File: src/rtl/slave_port_arbiter_if.sv
// Request/grant bundle between the per-slave arbiter and its four masters plus the slave.
// The arbiter side uses the slave modport; the requester/bench side uses master.
interface slave_port_arbiter_if;
  logic [3:0] iMstReq;
  logic       iSlvAck;
  logic [3:0] oGnt;
  logic       oGntVld;
  logic [1:0] oGntIdx;
  logic       oSlvReq;
  logic [3:0] oMstAck;
  logic       oTimeout;
  logic       oDbgState;
  logic [1:0] oDbgPtr;

  modport slave (
    input  iMstReq, iSlvAck,
    output oGnt, oGntVld, oGntIdx, oSlvReq, oMstAck, oTimeout, oDbgState, oDbgPtr
  );

  modport master (
    output iMstReq, iSlvAck,
    input  oGnt, oGntVld, oGntIdx, oSlvReq, oMstAck, oTimeout, oDbgState, oDbgPtr
  );
endinterface

File: src/rtl/slave_port_arbiter.sv
// Round-robin arbiter and grant sequencer for one slave port of the 4x4 req/ack crossbar.
// Optional grant timeout is built only when SLV_ARB_TIMEOUT_EN is defined.
//
// Handshake: a master holds iMstReq[n] until it sees oMstAck[n]; the slave sees oSlvReq while
// the granted master keeps requesting and answers with a one-cycle iSlvAck. Dropping the request
// while granted aborts the transaction and frees the port on the next edge.
module slave_port_arbiter #(
  parameter int unsigned TO_W   = 8,
  parameter int unsigned TO_CYC = 200
) (
  input  logic                 iClk,
  input  logic                 iRst_n,
  slave_port_arbiter_if.slave  bus
);

  typedef enum logic {
    S_IDLE  = 1'b0,
    S_GRANT = 1'b1
  } state_t;

  state_t     r_state;
  state_t     w_next_state;

  logic [3:0] r_gnt;
  logic       r_gnt_vld;
  logic [1:0] r_gnt_idx;
  logic [1:0] r_ptr;
  logic       r_timeout;

  logic [3:0] w_gnt_nxt;
  logic       w_gnt_vld_nxt;
  logic [1:0] w_gnt_idx_nxt;
  logic [1:0] w_ptr_nxt;
  logic       w_timeout_nxt;

  logic       w_pick_vld;
  logic [1:0] w_pick_idx;
  logic       w_abort;
  logic       w_expire;
  logic       w_release;

  // Rotating priority search: the lowest offset from r_ptr wins, so scan offsets high to low.
  always_comb begin
    logic [1:0] v_cand;
    w_pick_vld = 1'b0;
    w_pick_idx = r_ptr;
    v_cand     = r_ptr;
    for (int i = 3; i >= 0; i--) begin
      v_cand = r_ptr + 2'(i);
      if (bus.iMstReq[v_cand]) begin
        w_pick_vld = 1'b1;
        w_pick_idx = v_cand;
      end
    end
  end

  assign w_abort   = (r_state == S_GRANT) && !bus.iSlvAck && !bus.iMstReq[r_gnt_idx];
  assign w_release = (r_state == S_GRANT) && (bus.iSlvAck || w_abort || w_expire);

`ifdef SLV_ARB_TIMEOUT_EN
  logic [TO_W-1:0] r_to_cnt;
  logic [TO_W-1:0] w_to_cnt_nxt;

  // An ack on the expiry cycle wins, so the release is reported as a normal ack.
  assign w_expire = (r_state == S_GRANT) && !bus.iSlvAck &&
                    (r_to_cnt == TO_W'(TO_CYC - 1));

  always_comb begin
    w_to_cnt_nxt = r_to_cnt;
    if (r_state == S_IDLE) begin
      w_to_cnt_nxt = '0;
    end else if (!w_release) begin
      w_to_cnt_nxt = r_to_cnt + 1'b1;
    end
  end

  always_ff @(posedge iClk or negedge iRst_n) begin
    if (!iRst_n) begin
      r_to_cnt <= '0;
    end else begin
      r_to_cnt <= w_to_cnt_nxt;
    end
  end
`else
  logic w_unused_cfg;
  assign w_unused_cfg = (TO_W > 0) && (TO_CYC > 0);
  assign w_expire     = 1'b0;
`endif

  // State register
  always_ff @(posedge iClk or negedge iRst_n) begin
    if (!iRst_n) begin
      r_state <= S_IDLE;
    end else begin
      r_state <= w_next_state;
    end
  end

  // Next-state logic
  always_comb begin
    w_next_state = r_state;
    case (r_state)
      S_IDLE:  if (w_pick_vld) w_next_state = S_GRANT;
      S_GRANT: if (w_release)  w_next_state = S_IDLE;
      default: w_next_state = S_IDLE;
    endcase
  end

  // Output logic: next values of the registered grant outputs and pointer
  always_comb begin
    w_gnt_nxt     = r_gnt;
    w_gnt_vld_nxt = r_gnt_vld;
    w_gnt_idx_nxt = r_gnt_idx;
    w_ptr_nxt     = r_ptr;
    w_timeout_nxt = 1'b0;
    case (r_state)
      S_IDLE: begin
        if (w_pick_vld) begin
          w_gnt_nxt     = 4'b0001 << w_pick_idx;
          w_gnt_vld_nxt = 1'b1;
          w_gnt_idx_nxt = w_pick_idx;
        end
      end
      S_GRANT: begin
        if (w_release) begin
          w_gnt_nxt     = 4'b0000;
          w_gnt_vld_nxt = 1'b0;
          w_ptr_nxt     = r_gnt_idx + 2'd1;
          w_timeout_nxt = w_expire;
        end
      end
      default: begin
        w_gnt_nxt     = 4'b0000;
        w_gnt_vld_nxt = 1'b0;
      end
    endcase
  end

  always_ff @(posedge iClk or negedge iRst_n) begin
    if (!iRst_n) begin
      r_gnt     <= 4'b0000;
      r_gnt_vld <= 1'b0;
      r_gnt_idx <= 2'd0;
      r_ptr     <= 2'd0;
      r_timeout <= 1'b0;
    end else begin
      r_gnt     <= w_gnt_nxt;
      r_gnt_vld <= w_gnt_vld_nxt;
      r_gnt_idx <= w_gnt_idx_nxt;
      r_ptr     <= w_ptr_nxt;
      r_timeout <= w_timeout_nxt;
    end
  end

  assign bus.oGnt      = r_gnt;
  assign bus.oGntVld   = r_gnt_vld;
  assign bus.oGntIdx   = r_gnt_idx;
  assign bus.oTimeout  = r_timeout;
  assign bus.oSlvReq   = r_gnt_vld & bus.iMstReq[r_gnt_idx];
  assign bus.oMstAck   = r_gnt & {4{bus.iSlvAck}};
  assign bus.oDbgState = r_state;
  assign bus.oDbgPtr   = r_ptr;

endmodule

File: src/flat_wrapper.sv
// flat-port wrapper written by rule: the top's interface ports become plain ports
module slave_port_arbiter_flat 
#(
  parameter int unsigned TO_W   = 8,
  parameter int unsigned TO_CYC = 200
)
  (iClk, iRst_n, bus_iMstReq, bus_iSlvAck, bus_oGnt, bus_oGntVld, bus_oGntIdx, bus_oSlvReq, bus_oMstAck, bus_oTimeout, bus_oDbgState, bus_oDbgPtr);
  slave_port_arbiter_if bus_i ();
  input  logic iClk;
  input  logic iRst_n;
  input wire logic [$bits(bus_i.iMstReq)-1:0] bus_iMstReq;
  input wire logic [$bits(bus_i.iSlvAck)-1:0] bus_iSlvAck;
  output wire logic [$bits(bus_i.oGnt)-1:0] bus_oGnt;
  output wire logic [$bits(bus_i.oGntVld)-1:0] bus_oGntVld;
  output wire logic [$bits(bus_i.oGntIdx)-1:0] bus_oGntIdx;
  output wire logic [$bits(bus_i.oSlvReq)-1:0] bus_oSlvReq;
  output wire logic [$bits(bus_i.oMstAck)-1:0] bus_oMstAck;
  output wire logic [$bits(bus_i.oTimeout)-1:0] bus_oTimeout;
  output wire logic [$bits(bus_i.oDbgState)-1:0] bus_oDbgState;
  output wire logic [$bits(bus_i.oDbgPtr)-1:0] bus_oDbgPtr;
  assign bus_i.iMstReq = bus_iMstReq;
  assign bus_i.iSlvAck = bus_iSlvAck;
  assign bus_oGnt = bus_i.oGnt;
  assign bus_oGntVld = bus_i.oGntVld;
  assign bus_oGntIdx = bus_i.oGntIdx;
  assign bus_oSlvReq = bus_i.oSlvReq;
  assign bus_oMstAck = bus_i.oMstAck;
  assign bus_oTimeout = bus_i.oTimeout;
  assign bus_oDbgState = bus_i.oDbgState;
  assign bus_oDbgPtr = bus_i.oDbgPtr;
  slave_port_arbiter #(.TO_W(TO_W), .TO_CYC(TO_CYC)) u_core (.iClk(iClk), .iRst_n(iRst_n), .bus(bus_i));
endmodule
File: config.mk
export PLATFORM = sky130hd
export DESIGN_NAME = slave_port_arbiter_flat
export DESIGN_NICKNAME = d
export VERILOG_FILES = /design/src/rtl/slave_port_arbiter_if.sv /design/src/rtl/slave_port_arbiter.sv /design/src/flat_wrapper.sv
export SDC_FILE = /design/constraint.sdc
export NUM_CORES = 1
export LEC_CHECK = 0
export ABC_AREA = 1
export CAP_MARGIN = 10
export CORE_AREA = 2 2 48 50
export CTS_CLUSTER_SIZE = 40
export DETAILED_ROUTE_END_ITERATION = 12
export DIE_AREA = 0 0 50 52
export GPL_TIMING_DRIVEN = 0
export PLACE_DENSITY = 0.65
export SYNTH_ARGS = -nofsm -noshare
export SYNTH_HDL_FRONTEND = slang
export SYNTH_SLANG_ARGS = --single-unit
File: constraint.sdc
create_clock -name iClk -period 2 [get_ports iClk]
set_input_delay 0.4 -clock iClk [delete_from_list [all_inputs] [get_ports iClk]]
set_output_delay 0.4 -clock iClk [all_outputs]
set_load 0.02 [all_outputs]
=== Word-level counts from Yosys, hierarchy flattened ===
Index checks and enable logic that the tools add are counted.

* Register bits after elaboration: 10
* Input port bits: 7
* Output and inout bits: 16
* Word-level logic and storage cells: 56

* $add $sub $neg: 4
* Order comparisons: 5
* Eq/ne operators: 2
* Shifts and indexed selects: 1
* Muxes and demuxes: 27
* Bitwise gates (word level): 3
* Reduce and logical (&&, ||, !) cells: 9

{| class="wikitable"
|+ Operators with widths
! operator !! count
|-
| < comparator 2 x 3 -> 1 bit, second input constant || 5
|-
| two-way mux 1 bit || 13
|-
| binary-select mux 1 bit (select 2 bit) || 5
|-
| two-way mux 2 bit || 4
|-
| two-way mux 4 bit || 2
|-
| case mux 4 bit (2 select lines) || 1
|-
| AND reduction 2 bit || 3
|-
| adder 2 x 1 -> 2 bit, second input constant || 2
|-
| adder 2 bit, second input constant || 2
|-
| AND 4 bit || 1
|-
| case mux 1 bit (2 select lines) || 2
|-
| left shift 1 x 2 -> 4 bit, first input constant || 1
|-
| logical AND 1 bit || 3
|-
| logical NOT 1 bit || 2
|-
| != test 2 x 1 -> 1 bit, second input constant || 1
|-
| != test 2 bit, second input constant || 1
|-
| AND 1 bit || 1
|-
| logical OR 1 bit || 1
|-
| NOT 1 bit || 1
|}

=== Logic depth before layout (Yosys ltp) ===
Gate-level depths: netlist (run 1).

* Depth in word-level cells: 10
* Gate-level depth with buffers: 13
* Depth with buffers taken out: 12

=== Worst setup path before layout (run 1) ===
Ideal clock, no wire load.

* Path type: register -> output
* Start point: reg u_core.r_gnt_idx[0], in the netlist u_core.bus.oGntIdx[0]
* End point: out bus_oSlvReq
* Arrival time: 1.134 ns
* Required time: 1.600 ns
* Slack: 0.466 ns
* Cell stages (with the launch flop): 4
* Path buffers: 0
* Path through: dfrtp_1 > a21oi_1 > o21ai_0 > a21oi_1

* Cells in the longest elaborated chain, start to end: 3

{| class="wikitable"
|+ Ends and longest elaborated chain
! what !! line !! text
|-
| start, declared || slave_port_arbiter.sv:26 || <nowiki>logic [1:0] r_gnt_idx;</nowiki>
|-
| start signal, assigned || slave_port_arbiter.sv:149 || <nowiki>r_gnt_idx <= w_gnt_idx_nxt;</nowiki>
|-
| binary-select mux 1 bit (select 2 bit) || slave_port_arbiter.sv:159 || <nowiki>assign bus.oSlvReq = r_gnt_vld & bus.iMstReq[r_gnt_idx];</nowiki>
|-
| two-way mux 1 bit (not written as such) || slave_port_arbiter.sv:159 ||
|-
| AND 1 bit || slave_port_arbiter.sv:159 ||
|-
| end, declared || flat_wrapper.sv:16 || <nowiki>output wire logic [$bits(bus_i.oSlvReq)-1:0] bus_oSlvReq;</nowiki>
|}

Every way passes these cells. The select of a mux whose other input is x is not followed.

=== Final worst setup path (run 1) ===
* Start point: in bus_iMstReq[3]
* End point: out bus_oSlvReq

* Cells in the longest elaborated chain, start to end: 3

{| class="wikitable"
|+ Ends and longest elaborated chain
! what !! line !! text
|-
| start, declared || flat_wrapper.sv:11 || <nowiki>input wire logic [$bits(bus_i.iMstReq)-1:0] bus_iMstReq;</nowiki>
|-
| binary-select mux 1 bit (select 2 bit) || slave_port_arbiter.sv:159 ||
|-
| two-way mux 1 bit (not written as such) || slave_port_arbiter.sv:159 ||
|-
| AND 1 bit || slave_port_arbiter.sv:159 ||
|}

Every way passes these cells. The select of a mux whose other input is x is not followed.

==> impl_metrics.yaml, run 1 <==
yosys:
  ys_ff_latch: 10
  synth_area_um2: 759
  synth_edf_count: 0
  netlist.top_cell.by_area: "dfrtp_1"
  syn_avg_cell_area_um2: 6.38
  yosysSeqAreaShare: 0.329
  synth_cell_types: 18
  syn-num-nets: 126
  ys.warnings.count: 0
  async_flop_share: 1.00
  yosysTopAreaCellShare: 0.329
  syn_inst: 119
  ys_top_cells_by_area: "dfrtp_1 (33%), nand2_1 (19%), nand3_1 (11%)"
  synthFlopType: "dfrtp_1"
clocking:
  clockBufferDepth: 2
  insertion_delay_ns: 0.26
  cts_buffers: 3
  cts-root-buf: "clkbuf_4"
  postCtsSetupRepairBufs: 0
  clkSinkCount: 10
  cts_tree: "built"
  clk_pin_slew_ns: 0.07
  cts_max_level: 1
timing:
  rsz0062_at_grt: "false"
  fin_crit_ns: 1.91
  max_freq_ghz: 0.523
  setup_tns_ns: 0
  holdWs_ns: 0.448
  setup_viol: 0
  hold_viol_final: 0
  fin_crit_sh: 0.955
  worst_clock_skew_ns: 0.00252
  report.final.slew_viol_count: 0
placement:
  gp_congestion: 0.819
  io_buffers: 21
  hpwl_um: 1380
  dpl.cell_count: 168
die:
  rows: 17
  die_x_um: 50
  die_area_um2: 2600
  start_util: 0.361
  pin_count: 23
  die_h_um: 52
  core-area_um2: 2110
worst_setup_path:
  path_buf_inv: 3
  worstSetupPathType: "input pin to output pin"
  crit_family: "buffers and inverters"
  cp_slowest_cell: "clkdlybuf4s50_1"
  required_ns: 1.60
  worstPathArrival_ns: 1.51
  path_max_fanout: 2
  crit_path_end_kind: "output pin"
  crit_path_max_incr_delay_ns: 0.50
  crit_path_frequent_cell: "a21oi_1"
  path_cells: "clkdlybuf4s50_1, inv_1, a21oi_1, o21ai_1, a21oi_1, buf_4"
  cp-start-kind: "input pin"
finish:
  fill_cells: 213
  area_growth_pct: 36.1
  nets: 152
  fin_cells: 172
  drive_above_1_share: 0.153
  num_antenna_cells: 0
  seqCellArea_um2: 250
  multi_input_area_um2: 388
global_routing:
  grt_pass1_vias: 689
  grt_usage: 0.144
  grt_pass1_wl_um: 2900
  antenna_found_initial: 0
  overflow: 0
  grt_max_degree: 11
drt:
  wl_met1_um: 819
  vias_per_cell: 4.70
  antenna_left: 0
  drtIter0Drc: 18
  drc: 0
  wl_per_cell_um: 9.97
  dr.pass1.iters: 4
  routed.top_layer: "met4"
  num_vias: 808
  met3_length_um: 67
  totalWireLength_um: 1720
  met2WireLength_um: 814
run_status:
  outcome: "finished, final reports clean"
power:
  leakage_nw: 0.601
  vdd_drop_max_mv: 0.970
  p_per_area_nw_per_um2: 1820
  p_total_mw: 1.88
hold_path:
  min-delay-path-class: "input pin to async pin"
job:
  drv_cap: 0
[Yosys cell counts, types with 2 or more instances]
| master | instances |
|---|---|
| a21oi_1 | 3 |
| inv_1 | 21 |
| nor2_1 | 2 |
| nand2_2 | 9 |
| dfrtp_1 | 10 |
| buf_6 | 2 |
| nand2_1 | 38 |
| nand4_1 | 2 |
| nand3_1 | 16 |
| o21ai_0 | 5 |
| o21ai_1 | 4 |
[sequential cells by signal (all words and copies together) (netlist names)]
name	cells
u_core.bus.oGnt	4
u_core.bus.oGntIdx	2
u_core.bus.oDbgPtr	2
u_core.bus.oDbgState	1
u_core.bus.oGntVld	1
[cells by family after synthesis]
family,Yosys count,synth area share
AO/OA/AOI/OAI,13,0.0906
AND/OR/NAND/NOR,69,0.415
flip-flops,10,0.329
other,1,0.00494
buffers and inverters,26,0.160
[metal layers]
layer	track usage	vias up
met1	0.186	369
met3	0.0230	2
met2	0.241	18
li1	-	419
met4	0.0556	0
met5	0	-
[cell type report]
class                           count  area share
Multi-Input combinational cell     83       0.375
Sequential cell                    10       0.242
Timing Repair Buffer               21       0.196
Inverter                           23      0.0884
Clock buffer                        4      0.0351
Tap cell                           28      0.0339
Buffer                              3      0.0291
[cells in the final DEF, fill, tap and decap left out]
cell type        instances
inv_1                   21
a21oi_1                  3
clkbuf_8                 1
dlygate4sd2_1            4
conb_1                   1
nand3_2                  1
clkbuf_4                 3
buf_4                    2
inv_2                    1
o21ai_1                  5
nand3_1                 16
inv_6                    1
clkdlybuf4s50_1         16
nor2_2                   1
nand4_1                  2
o21ai_0                  4
buf_6                    2
nand2_2                  9
nor2_1                   2
dfrtp_1                 10
nand2_1                 38
o21ai_2                  1
[per-stage QoR]
| stage | utilization | instance area, um^2 | worst slack, ns |
|---|---|---|---|
| after global routing | 0.491 | 1030 | 0.0116 |
| after CTS | 0.490 | 1030 | 0.0931 |
| after floorplan | - | 759 | 0.466 |
| after detailed placement | 0.477 | 1000 | -0.340 |
| final | 0.491 | 1030 | 0.0897 |
| after global placement | 0.477 | 1000 | -0.350 |
[final timing paths]
| kind | slack [ns] | end | start | cells past startpoint |
|---|---|---|---|---|
| min in group iClk | 0.54 | u_core.bus.oGnt[3] | u_core.bus.oGnt[3] | 2 |
| setup reg to reg | 0.42 | u_core.bus.oGnt[2] | u_core.bus.oDbgPtr[0] | 13 |
| hold / removal | 0.45 | u_core.bus.oGnt[2] | iRst_n | 1 |
| setup / recovery | 0.09 | bus_oSlvReq | bus_iMstReq[3] | 6 |
| max in group asynchronous | 1.25 | u_core.bus.oGntIdx[0] | iRst_n | 1 |
| hold reg to reg | 0.54 | u_core.bus.oGnt[3] | u_core.bus.oGnt[3] | 2 |
[where the power goes]
group	internal, mW	leakage [nW]	switching (mW)
combinational	0.507	0.455	0.812
clock	0.110	0.0210	0.0665
sequential	0.292	0.125	0.0893
total	0.909	0.601	0.968
[timing repair]
action                     4_1_cts  5_1_grt
setup endpoints to repair        5        1
cloned                           0        0
hold buffers                     0        0
resized for setup                8        2
Power figures use the tool's default switching activity.
==> run 2, diff against run 1 <==
Settings changed: GPL_ROUTABILITY_DRIVEN set to 0.
==> results of run 2 <==
Same layout as run 1: the final DEF is identical, and so are final timing and power.
==> run 3, diff against run 2 <==
Settings changed: CAP_MARGIN 10 to unset, GPL_TIMING_DRIVEN 0 to unset.
==> run 3 against run 2 <==
Against the previous run:
- first-iteration DRC count down 72%
- critical path depth is the same
- hold slack got worse by 0.0048 ns
- clock skew is 0.0020 ns higher
- non-clock buffer count is 6 higher
- flip-flop and latch count unchanged
- sequential power grew 6.8%
- setup slack improved by 0.0089 ns
- via count rose by 2.8%
==> impl_metrics.yaml, run 3 (synthesis results as in run 1) <==
run_status:
  outcome: "finished, final reports clean"
global_routing:
  grt_pass1_vias: 726
  grt_pass1_wl_um: 3130
  antenna_found_initial: 0
  overflow: 0
  grt_usage: 0.164
  grt_max_degree: 12
placement:
  hpwl_um: 1470
  dpl.cell_count: 174
  dpl_cell_area_um2: 1050
  io_buffers: 21
  dp_slack_ns: -0.359
power:
  p_int_uw: 932
  leakage_nw: 0.623
  vdd_drop_max_mv: 1.02
  p_sw_frac: 0.516
  pwr-share-clk: 0.073
  pwr-share-seq: 0.211
  p_per_area_nw_per_um2: 1800
  power_switching_uw: 994
  comb_power_share: 0.715
finish:
  nets: 158
  fin_cells: 177
  area_growth_pct: 41.0
  fin_area_um2: 1070
  final_cell_mix: "nand2_1 (38), inv_1 (21), nand3_1 (16), clkdlybuf4s50_1 (16)"
  drive_above_1_share: 0.188
  largest_register_ffs: 4
  final_common_cell: "nand2_1"
  num_antenna_cells: 0
worst_setup_path:
  ff2ff_setup_slack_ns: 0.42
  r2r-end: "u_core.bus.oGnt[2]"
  critPathCapture: "bus_oSlvReq"
  reg2reg_from: "u_core.bus.oDbgPtr[0]"
  rr_worst_depth: 12
  required_ns: 1.60
  crit_path_end_kind: "output pin"
  worstSetupPathType: "input pin to output pin"
  cp-start-kind: "input pin"
  path_max_fanout: 2
  crit_start: "bus_iMstReq[1]"
  worstPathArrival_ns: 1.50
clocking:
  cts_tree: "built"
  cts_max_level: 1
  cts_buffers: 3
  insertion_delay_ns: 0.27
  cts-root-buf: "clkbuf_4"
  clk_pin_slew_ns: 0.07
  clockBufferDepth: 2
  cts-hold-fix-buffers: 0
  clkSinkCount: 10
die:
  die_area_um2: 2600
  rows: 17
  pin_count: 23
  core-area_um2: 2110
  die_h_um: 52
  start_util: 0.361
  die_x_um: 50
timing:
  setup_viol: 0
  rsz0062_at_grt: "true"
  max_freq_ghz: 0.526
  report.final.slew_viol_count: 0
  worst_clock_skew_ns: 0.00455
  fin_crit_ns: 1.90
  hold_viol_final: 0
  fin_crit_sh: 0.951
  setup_ws_ns: 0.0986
  setup_tns_ns: 0
job:
  drv_cap: 0
drt:
  wl_per_cell_um: 10.5
  drc: 0
  vias_per_cell: 4.69
  dr.pass1.iters: 4
  antenna_left: 0
  num_vias: 831
  totalWireLength_um: 1850
  drtIter0Drc: 5
hold_path:
  min-delay-path-class: "input pin to async pin"
-- run 3: metal layers --
metal | wire [um] | GRT usage | up-vias
met3 | 98 | 0.0230 | 5
met5 | 0 | 0 | -
met4 | 51 | 0.116 | 0
met1 | 850 | 0.201 | 368
li1 | - | - | 431
met2 | 853 | 0.263 | 27
-- run 3: stage by stage --
| stage | util | hold slack, ns | total power, mW |
|---|---|---|---|
| 2_1_floorplan | - | 0.104 | 1.32 |
| 3_3_place_gp | 0.501 | 0.523 | 1.77 |
| 3_5_place_dp | 0.501 | 0.522 | 1.80 |
| 4_1_cts | 0.507 | 0.461 | 1.93 |
| 5_1_grt | 0.509 | 0.485 | 2.12 |
| 6_report | 0.509 | 0.443 | 1.93 |
-- run 3: worst max-delay path, stage by stage --
cell and delay (ns):
clkdlybuf4s50_1 0.49, inv_1 0.06, a21oi_1 0.10, o21ai_0 0.12
a21oi_1 0.17, buf_4 0.17
-- run 3: what timing repair did --
item / CTS / global route
gates resized for setup: 8 / 2
cloned: 0 / 0
endpoints found under the setup margin: 5 / 2
pin swaps: 0 / 0
buffers inserted: 0 / 0
-- run 3: worst min-delay path by stage --
| stage | from | endpoint | slack, ns | cells after the start |
|---|---|---|---|---|
| 2_1_floorplan | iRst_n | u_core.bus.oDbgPtr[0] | 0.10 | 0 |
| 3_3_place_gp | u_core.bus.oGnt[0] | u_core.bus.oGnt[0] | 0.52 | 2 |
| 3_5_place_dp | u_core.bus.oGnt[0] | u_core.bus.oGnt[0] | 0.52 | 2 |
| 4_1_cts | iRst_n | u_core.bus.oGnt[2] | 0.46 | 1 |
| 5_1_grt | iRst_n | u_core.bus.oGnt[0] | 0.49 | 1 |
| 6_report | iRst_n | u_core.bus.oGnt[0] | 0.44 | 1 |
-- run 3: layout make-up --
cell class	instances	area [um^2]
clock buffers	3	22.5
multi-input cells	83	388
flip-flops and latches	10	251
inverters	23	91.3
repair buffers	30	283
fillers	217	1030
well taps	28	35.0
-- run 3: power by group through the flow --
stage / logic [mW] / registers, mW / clock network, mW
floorplan: 0.850 / 0.468 / 0
global placement: 1.37 / 0.405 / 0
detailed placement: 1.39 / 0.410 / 0
CTS: 1.38 / 0.406 / 0.143
global route: 1.55 / 0.423 / 0.151
finish: 1.38 / 0.407 / 0.141
